File: src/rtl/regfile_pkg.sv
// Shared defaults and port-slice helper for the multi-read-port register file.
package regfile_pkg;

   localparam int unsigned DATA_W_DEF = 32;
   localparam int unsigned ADDR_W_DEF = 4;
   localparam int unsigned NUM_RD_DEF = 2;

   // Low bit of lane idx in a flattened bus of w-bit lanes
   function automatic int unsigned slice_lo(input int unsigned idx, input int unsigned w);
      return idx * w;
   endfunction

endpackage

File: src/rtl/regfile_rd_port.sv
// One registered read lane: address mux over the shared array, write bypass
// and hardwired-zero override, then the enabled output register.
module regfile_rd_port #(
   parameter int unsigned DATA_W   = 32,
   parameter int unsigned ADDR_W   = 4,
   parameter int unsigned ZERO_REG = 1,
   parameter int unsigned BYPASS   = 1
) (
   input  logic              clk,
   input  logic              rst,
   input  logic              rd_en,
   input  logic [ADDR_W-1:0] rd_addr,
   input  logic [DATA_W-1:0] mem [2**ADDR_W],
   input  logic              wr_en,
   input  logic [ADDR_W-1:0] wr_addr,
   input  logic [DATA_W-1:0] wr_data,
   output logic [DATA_W-1:0] rd_data
);

   logic              wr_hit_c;
   logic [DATA_W-1:0] rd_next_c;

   // Zero override is applied last so a colliding write to entry 0 never leaks through
   always_comb begin
      wr_hit_c  = wr_en && (wr_addr == rd_addr);
      rd_next_c = mem[rd_addr];
      if ((BYPASS != 0) && wr_hit_c) begin
         rd_next_c = wr_data;
      end
      if ((ZERO_REG != 0) && (rd_addr == ADDR_W'(0))) begin
         rd_next_c = '0;
      end
   end

   always_ff @(posedge clk or posedge rst) begin
      if (rst) begin
         rd_data <= '0;
      end else if (rd_en) begin
         rd_data <= rd_next_c;
      end
   end

endmodule

File: src/rtl/regfile_nr1w.sv
// NUM_RD-read / 1-write register file over a single resettable flop array,
// with registered read data, optional zero entry and optional write bypass.
module regfile_nr1w
   import regfile_pkg::*;
#(
   parameter int unsigned DATA_W   = DATA_W_DEF,
   parameter int unsigned ADDR_W   = ADDR_W_DEF,
   parameter int unsigned NUM_RD   = NUM_RD_DEF,
   parameter int unsigned ZERO_REG = 1,
   parameter int unsigned BYPASS   = 1
) (
   input  logic                     clk,
   input  logic                     rst,
   input  logic [NUM_RD-1:0]        rd_en,
   input  logic [NUM_RD*ADDR_W-1:0] rd_addr,
   output logic [NUM_RD*DATA_W-1:0] rd_data,
   input  logic                     wr_en,
   input  logic [ADDR_W-1:0]        wr_addr,
   input  logic [DATA_W-1:0]        wr_data
);

   localparam int unsigned DEPTH = 2**ADDR_W;

   logic [DATA_W-1:0] mem [DEPTH];
   logic              wr_drop_c;
   logic              wr_go_c;

   // Writes to entry 0 are discarded when it is hardwired to zero
   always_comb begin
      wr_drop_c = (ZERO_REG != 0) && (wr_addr == ADDR_W'(0));
      wr_go_c   = wr_en && !wr_drop_c;
   end

   always_ff @(posedge clk or posedge rst) begin
      if (rst) begin
         for (int unsigned e = 0; e < DEPTH; e++) begin
            mem[e] <= '0;
         end
      end else if (wr_go_c) begin
         mem[wr_addr] <= wr_data;
      end
   end

   for (genvar i = 0; i < int'(NUM_RD); i++) begin : g_rd
      regfile_rd_port #(
         .DATA_W   (DATA_W),
         .ADDR_W   (ADDR_W),
         .ZERO_REG (ZERO_REG),
         .BYPASS   (BYPASS)
      ) u_rd_port (
         .clk     (clk),
         .rst     (rst),
         .rd_en   (rd_en[i]),
         .rd_addr (rd_addr[slice_lo(i, ADDR_W) +: ADDR_W]),
         .mem     (mem),
         .wr_en   (wr_go_c),
         .wr_addr (wr_addr),
         .wr_data (wr_data),
         .rd_data (rd_data[slice_lo(i, DATA_W) +: DATA_W])
      );
   end

endmodule
File: config.mk
export PLATFORM = sky130hd
export DESIGN_NAME = regfile_nr1w
export DESIGN_NICKNAME = d
export VERILOG_FILES = /design/src/rtl/regfile_pkg.sv /design/src/rtl/regfile_rd_port.sv /design/src/rtl/regfile_nr1w.sv
export SDC_FILE = /design/constraint.sdc
export NUM_CORES = 1
export LEC_CHECK = 0
export BUFFER_PORTS_ARGS = -buffer_cell sky130_fd_sc_hd__buf_2
export CAP_MARGIN = 25
export CORE_ASPECT_RATIO = 0.7
export CORE_MARGIN = 4
export CORE_UTILIZATION = 55
export CTS_BUF_LIST = sky130_fd_sc_hd__clkbuf_8
export CTS_CLUSTER_DIAMETER = 50
export DETAILED_ROUTE_END_ITERATION = 10
export PLACE_DENSITY = 0.72
export RECOVER_POWER = 25
export SLEW_MARGIN = 20
export SYNTH_ARGS = -nofsm -noshare
export SYNTH_HDL_FRONTEND = slang
export SYNTH_HIERARCHICAL = 1
export SYNTH_SLANG_ARGS = --single-unit
File: constraint.sdc
create_clock -name clk -period 16.67 [get_ports clk]
set_input_delay 0.8335 -clock clk [delete_from_list [all_inputs] [get_ports clk]]
set_output_delay 0.8335 -clock clk [all_outputs]
set_load 0.005 [all_outputs]
* Word level (Yosys, flattened, before mapping)
Index checks and enable logic that the tools add are counted.
** Storage, ports and cells
- Flip-flop bits (word level) :: 576
- Bits of input ports :: 49
- Output and inout bits :: 64
- Word-level logic and storage cells :: 48
** Operators by class
- Order comparisons :: 4
- Equal/unequal tests :: 2
- Multiplexer cells :: 13
- Bitwise gates (word level) :: 3
- Reductions and logical operators :: 8
** Operators with widths (count)
- 512-bit bitwise mux :: 1
- 32-bit two-way mux :: 9
- 32-bit binary-select mux with 4-bit select :: 2
- 32-bit demux with 4-bit select :: 1
- 5-bit >= comparator, second input constant :: 3
- 4-bit NOT with 5-bit output :: 3
- 4-bit zero test :: 3
- 4-bit equality test :: 2
- 5-bit by 1-bit less-than comparator with 1-bit output, second input constant :: 1
- 1-bit logical AND :: 4
- 1-bit zero test :: 1

* Longest topological paths before layout
Gate-level depths: netlist (run 1).
- Word-level depth :: 6
- Mapped depth :: 8
- Gate-level depth less buffers :: 4

* Modules after synthesis
Netlist (run 1), hierarchy kept.
** By module, submodules not included
- regfile_nr1w :: instances 1, cells an instance 1131, area each 18884.4 µm², seq. area each 12812.3 µm²
- regfile_rd_port :: instances 2, cells an instance 562, area each 5891.9 µm², seq. area each 800.8 µm²

* Worst setup path after synthesis (run 1)
OpenSTA, ideal clock, no wires.
- Kind :: input port to flip-flop
- Start point :: input port rd_addr[0]
- End point :: register g_rd[0].u_rd_port.rd_data[10]
- Library setup time :: 0.134 ns
- Arrival time :: 2.112 ns
- Required time :: 16.536 ns
- Slack :: 14.424 ns
- Stages :: 6
- Path buffers :: 3
- Path through :: buf_6 -> buf_6 -> buf_6 -> mux4_2 -> a211oi_2 -> o311ai_1
** Between the ends
- Word-level cells in the longest chain between the ends :: 6
- Elaborated cells on any way between the ends :: 9
- Those cells by class :: eq/ne: 1; mux: 5; bitwise: 1; reduce/logical: 2
** Ends and longest elaborated chain
- start, declared :: line regfile_nr1w.sv:15 : input logic [NUM_RD*ADDR_W-1:0] rd_addr,
- 4-bit NOT with 5-bit output (not written as such) :: line regfile_rd_port.sv:26 : rd_next_c = mem[rd_addr];
- 32-bit binary-select mux with 4-bit select :: line regfile_rd_port.sv:26
- 32-bit two-way mux (not written as such) (2 in a row) :: line regfile_rd_port.sv:26
- 32-bit two-way mux :: line regfile_rd_port.sv:27 : if ((BYPASS != 0) && wr_hit_c) begin
- 32-bit two-way mux * :: line regfile_rd_port.sv:30 : if ((ZERO_REG != 0) && (rd_addr == ADDR_W'(0))) begin
- end signal, assigned :: line regfile_rd_port.sv:39 : rd_data <= rd_next_c;
- end, declared :: line regfile_rd_port.sv:17 : output logic [DATA_W-1:0] rd_data
Mark *: on every way between the ends. The rest lies on a longest branch, timed or not. The select of a mux whose other input is x is not followed.
A chain may end at the register's enable or synchronous reset.

==> results of run 1 <==
## metrics by stage
| step | setup WS, ps | std cells | utilization (%) | power [mW] |
|---|---|---|---|---|
| final | 9270 | 3045 | 60.2 | 4.00 |
| after global routing | 7680 | 3044 | 60.1 | 4.19 |
| after CTS | 13440 | 3041 | 60.2 | 4.01 |
| after detailed placement | 12740 | 2892 | 57.0 | 2.81 |
| after global placement | 12720 | 2887 | 56.8 | 2.75 |
| after floorplan | 1540 | 2255 | - | 2.54 |
## worst max-delay path, stage by stage
cell	delay (ps)
clkbuf_1	110
clkinvlp_2	3060
clkbuf_1	3080
## registers in the layout (all words and copies together) (netlist names)
signal,cells
g_rd.u_rd_port/rd_data,64
mem,512
## per-layer routing
layer / vias up / wire, um / track usage (%)
li1: 8549 / - / -
met1: 11095 / 39000 / 43.6
met2: 1151 / 41200 / 46.8
met3: 254 / 8900 / 7.40
met4: 0 / 3330 / 11.4
met5: - / 0 / 0
## power groups by stage
stage / logic [mW] / registers [mW] / clock network (mW)
6_report: 0.874 / 1.93 / 1.20
5_1_grt: 0.943 / 1.96 / 1.28
4_1_cts: 0.870 / 1.92 / 1.22
3_5_place_dp: 0.867 / 1.95 / 0
3_3_place_gp: 0.832 / 1.92 / 0
2_1_floorplan: 0.668 / 1.87 / 0
## cells in the final DEF, fill, tap and decap left out, types with 12 or more instances in the layout
| master | instances |
|---|---|
| a22oi_1 | 124 |
| buf_2 | 102 |
| a21boi_0 | 60 |
| mux2i_1 | 252 |
| mux2_2 | 470 |
| o311ai_1 | 62 |
| mux2_1 | 12 |
| a211oi_2 | 16 |
| clkbuf_8 | 112 |
| nand2b_1 | 64 |
| buf_4 | 45 |
| nor2b_1 | 62 |
| dfrtp_1 | 576 |
| nand4_1 | 64 |
| a211oi_1 | 46 |
| inv_1 | 25 |
| mux4_2 | 132 |
## cell families (layout without fill, tap and decap cells)
| logic type | Yosys count | in the layout | share of synthesized area (%) |
|---|---|---|---|
| buffers and inverters | 266 | 314 | 4.36 |
| DFF | 576 | 576 | 47.0 |
| AOI/OAI and AO/OA | 317 | 317 | 8.33 |
| xor gates and xnor gates | 8 | 8 | 0.228 |
| muxes | 866 | 866 | 35.6 |
| other | 0 | 2 | 0 |
| and+or+nand+nor | 222 | 222 | 4.46 |
## final timing paths
check	start	endpoint	slack, ps	cells past startpoint
max	rst	mem[422]$_DFFE_PP0P_	9270	3
min	rst	g_rd[0].u_rd_port/rd_data[9]$_DFFE_PP0P_	370	2
max reg2reg	mem[404]$_DFFE_PP0P_	g_rd[1].u_rd_port/rd_data[20]$_DFFE_PP0P_	14770	4
min reg2reg	mem[496]$_DFFE_PP0P_	mem[496]$_DFFE_PP0P_	390	0
max in group clk	rd_addr[6]	g_rd[1].u_rd_port/rd_data[6]$_DFFE_PP0P_	13390	7
min in group clk	mem[496]$_DFFE_PP0P_	mem[496]$_DFFE_PP0P_	390	0
## cell type report
class,count,share of cell area [%]
Sequential cell,576,43.4
Inverter,5,0.0603
Tap cell,740,2.79
Antenna cell,2,0.0151
Timing Repair Buffer,160,3.08
Clock inverter,37,0.655
Multi-Input combinational cell,1413,45.4
Clock buffer,112,4.64
==> out/results.ini, run 1 <==
[route]
dr_total_vias = 21049
drt_pass1_iterations = 7
drc = 0
routed_wl_um = 92500
drt-wirelength-per-cell_um = 30.4
ant_nets = 0
vias_per_cell = 6.91
drt_iter0_drc = 2231

[die]
dieHeight_um = 206
pin_count = 113
die-area_sq_um = 59700
core_sq_um = 55200
die_x_um = 290
initial_utilization_pct = 55.5
row_count = 72

[synthesis]
ys_seq_area_share_pct = 47.0
yosys_warnings = 6
syn_area_per_cell_sq_um = 13.6
synth_fp_nets = 2304
postSynthCellCount = 2255
syn-cell-area_sq_um = 30700
ys_ff_latch = 576
synth_top_area_share_pct = 47.0
synth_most_common_cell = dfrtp_1
ys_types = 35
synth_common_cells = dfrtp_1 (576), mux2_2 (470), mux2i_1 (252)
async_flop_share_pct = 100
synth_area_leaders = dfrtp_1 (47%), mux2_2 (17%), mux4_2 (9.7%)
synth_flop_cell = dfrtp_1
synth_enable_flop_cells = 0
yosysTopAreaCell = dfrtp_1

[clock_network]
post_cts_buffers = 0
clk_pin_slew_worst_paths_ps = 70
cts_max_path_buffers = 3
clk_latency_ps = 680
cts.sink_count = 576
cts_buffers = 88
cts_hold_buffers = 0
cts_resized = 0
htree_levels = 3
cts-root-buf = clkbuf_8
cts_tree = yes

[grt]
grt_max_degree = 197
antenna_found_initial = 1
grt_pass1_vias = 21813
grt_use_total_pct = 30.8
overflow = 0
grt_pass1_wl_um = 139000

[cells_and_area]
layout-drive-gt1-share_pct = 40.4
design_area_sq_um = 33200
fill_cells = 4266
final-seq-area_sq_um = 14400
multi_input_area_sq_um = 15100
fin_nets = 2293
area_growth_pct = 8.31

[job]
max_cap_violations = 4

[power]
combPwrFrac_pct = 21.8
p_leak_nw = 14.3
seqPwrFrac_pct = 48.2
peakVddDrop_mv = 0.0772
p_sw_share_pct = 29.5
p_int_mw = 2.82
p_sw_mw = 1.18
clockPowerShare_pct = 30.0
power_density_nw_per_um2 = 120

[setup_path]
arrival_ps = 7200
path_max_fanout = 123
cp.required_ps = 16470
end_kind = asynchronous set/reset pin
critPathKind = in -> async
cp-start-kind = primary input

[timing]
whs_ps = 373
slew_headroom_pct = -276
rsz0062_at_grt = false
skew_ps = 23.7
final-hold-violation-count = 0
max_freq_mhz = 135
worst-slew-pin-transition_ps = 5600
period_needed_ps = 7400
fin_crit_sh_pct = 44.4
slew_violations = 299
finalSetupViolCount = 0
setup_tns_ps = 0

[worst_hold_path]
hp-class = in -> async

[placed_design]
io_buffers = 112
placed_area_sq_um = 31500
dpl.hpwl_um = 50300
gp_congestion = 0.801

[run_status]
status = complete, but fails checks
failed_checks = max-capacitance violations, max-slew violations

Note: power is estimated with default switching activity, not from simulation.
==> run 2, diff against run 1 <==
- clock period: 16.67 -> 7.33 ns (I/O delays scaled with it)
==> run 2 against run 1 <==
The run still ends with max-capacitance violations, max-slew violations left. Worst setup slack got worse by 4900 ps. Clock power increased by 140%. Combinational power increased by 130%. Count of clock-buffer cells in the layout increased by 4. Largest cell class unchanged. Die area unchanged. Largest power group unchanged. First-iteration DRC count fell by 13%. Highest routed layer is now met5.
==> out/results.ini, run 2 (synthesis gave the netlist of run 1 again) <==
[grt]
grt_use_met2_pct = 45.7  ; -1.1 points
grt_max_degree = 157  ; -20%
grt_pass1_vias = 21823  ; +0.046%
busiest_layer = met2
antenna_found_initial = 3  ; +2
gr-usage-met1_pct = 43.7  ; +0.096 points
grt_pass1_wl_um = 138000  ; -0.54%
met3_usage_pct = 7.78  ; +0.38 points
grt_use_total_pct = 30.5  ; -0.33 points
overflow = 0  ; unchanged

[placed_design]
gp_congestion = 0.822  ; +2.6%
io_buffers = 112  ; unchanged
dpl.hpwl_um = 51200  ; +1.7%

[setup_path]
arrival_ps = 3570  ; -3630 ps
cp.required_ps = 7910  ; -8560 ps
cp-start-kind = primary input
critPathKind = in -> reg
end_kind = flop
path_max_fanout = 39  ; -68%

[route]
vias_per_cell = 6.85  ; -0.88%
ant_nets = 0  ; unchanged
routed_wl_um = 90900  ; -1.7%
dr_total_vias = 20980  ; -0.33%
drt_iter0_drc = 1947  ; -13%
drc = 0  ; unchanged
drt-wirelength-per-cell_um = 29.7  ; -2.2%
drt_pass1_iterations = 5  ; -2

[die]
core_sq_um = 55200  ; unchanged
die-area_sq_um = 59700  ; unchanged
pin_count = 113  ; unchanged
initial_utilization_pct = 55.5  ; unchanged
row_count = 72  ; unchanged
dieHeight_um = 206  ; unchanged
die_x_um = 290  ; unchanged

[cells_and_area]
fill_cells = 4300  ; +0.80%
area_growth_pct = 8.73
layout_commonest_cell = dfrtp_1
max_flop_register = mem
largest_register_ffs = 512  ; unchanged
top_regs = mem x512, g_rd.u_rd_port/rd_data x64
fin_nets = 2301  ; +0.35%
layout-drive-gt1-share_pct = 40.3  ; -0.081 points
most-common-layout-cells = dfrtp_1 (576), mux2_2 (470), mux2i_1 (252), mux4_2 (132), a22oi_1 (124)

[timing]
rsz0062_at_grt = false
max_freq_mhz = 334
setup_tns_ps = 0  ; unchanged
worst-slew-pin-transition_ps = 2420  ; -3180 ps
finalSetupViolCount = 0  ; unchanged
final-hold-violation-count = 0  ; unchanged
skew_ps = 22.8  ; -0.895 ps
slew_headroom_pct = -62.2  ; +210 points
fin_crit_sh_pct = 40.9
slew_violations = 127  ; -58%
whs_ps = 102  ; -271 ps
period_needed_ps = 3000

[power]
peakVddDrop_mv = 0.155  ; +100%
p_leak_nw = 14.4  ; +0.61%
power_density_nw_per_um2 = 276  ; +130%
fin_total_pwr_mw = 9.20  ; +130%

[clock_network]
cts-root-buf = clkbuf_8
cts_buffers = 92  ; +4.5%
clk_pin_slew_worst_paths_ps = 60  ; about the same
htree_levels = 3  ; unchanged
cts_tree = yes
clk_latency_ps = 700  ; +20 ps
cts.sink_count = 576  ; unchanged
cts_max_path_buffers = 3  ; unchanged

[job]
max_cap_violations = 6  ; +2

[worst_hold_path]
hp-class = in -> reg

[run_status]
status = complete, but fails checks
failed_checks = max-capacitance violations, max-slew violations

[run 2: cell types whose count changed in the layout (fill, tap and decap cells not counted), moves of 2 or more]
cell	previous run	this run
clkinv_2	11	8
clkinvlp_4	2	6
clkbuf_8	112	116
nor2_4	10	7
buf_2	102	104
buf_12	2	4
nor2_1	1	4
inv_1	25	32
[run 2: critical path, cell delays in order]
cell	delay, ps
buf_2	80
buf_4	410
buf_4	630
o41a_2	950
a21bo_2	540
buf_16	270
o311ai_1	280
[run 2: cell type report]
| cell class | count | area (sq um) | share of cell area, % |
|---|---|---|---|
| diodes | 2 | 5.00 | 0.0150 |
| clock buffers | 116 | 1600 | 4.79 |
| clock inverters | 46 | 264 | 0.792 |
| inverters | 5 | 23.8 | 0.0713 |
| multi-input cells | 1413 | 15000 | 45.1 |
| flip-flops and latches | 576 | 14400 | 43.2 |
| well taps | 740 | 926 | 2.78 |
| repair buffers | 164 | 1080 | 3.25 |
[run 2: repair_timing]
| item | CTS | global route |
|---|---|---|
| setup buffers | 0 | 0 |
| hold endpoints to repair | 64 | 0 |
| hold buffers | 1 | 0 |
| resized for setup | 0 | 0 |
[run 2: power breakdown]
part	total [mW]	leakage (nW)	switching, mW	internal, mW
clock network	2.82	1.06	1.33	1.49
registers	4.41	7.13	0.541	3.87
logic	1.97	6.17	0.858	1.11
[run 2: worst paths after layout]
path / from / endpoint / slack, ps / cells after the start
worst max register to register: mem[403]$_DFFE_PP0P_ / g_rd[0].u_rd_port/rd_data[19]$_DFFE_PP0P_ / 5560 / 4
worst min-delay path: wr_data[29] / g_rd[0].u_rd_port/rd_data[29]$_DFFE_PP0P_ / 100 / 3
max in group asynchronous: rst / mem[72]$_DFFE_PP0P_ / 4430 / 6
worst min register to register: mem[492]$_DFFE_PP0P_ / mem[492]$_DFFE_PP0P_ / 390 / 0
min in group asynchronous: rst / g_rd[0].u_rd_port/rd_data[10]$_DFFE_PP0P_ / 420 / 3
worst max-delay path: rd_addr[3] / g_rd[0].u_rd_port/rd_data[12]$_DFFE_PP0P_ / 4330 / 7
[run 2: per-layer routing]
metal	share of wire (%)	vias to the layer above	wire (um)
li1	-	8595	-
met5	0.024	-	22
met3	9.7	228	8800
met4	3.1	4	2800
met1	43	11051	38800
met2	45	1102	40500
[run 2: per-stage QoR]
step / std cells / setup slack, ps / area [sq um] / utilization, %
after global placement: 2891 / 3810 / 31400 / 56.8
after global routing: 3061 / 4020 / 33300 / 60.4
after floorplan: 2255 / 11.2 / 30700 / -
final: 3062 / 4330 / 33300 / 60.4
after detailed placement: 2893 / 3730 / 31400 / 56.9
after CTS: 3056 / 4490 / 33300 / 60.3
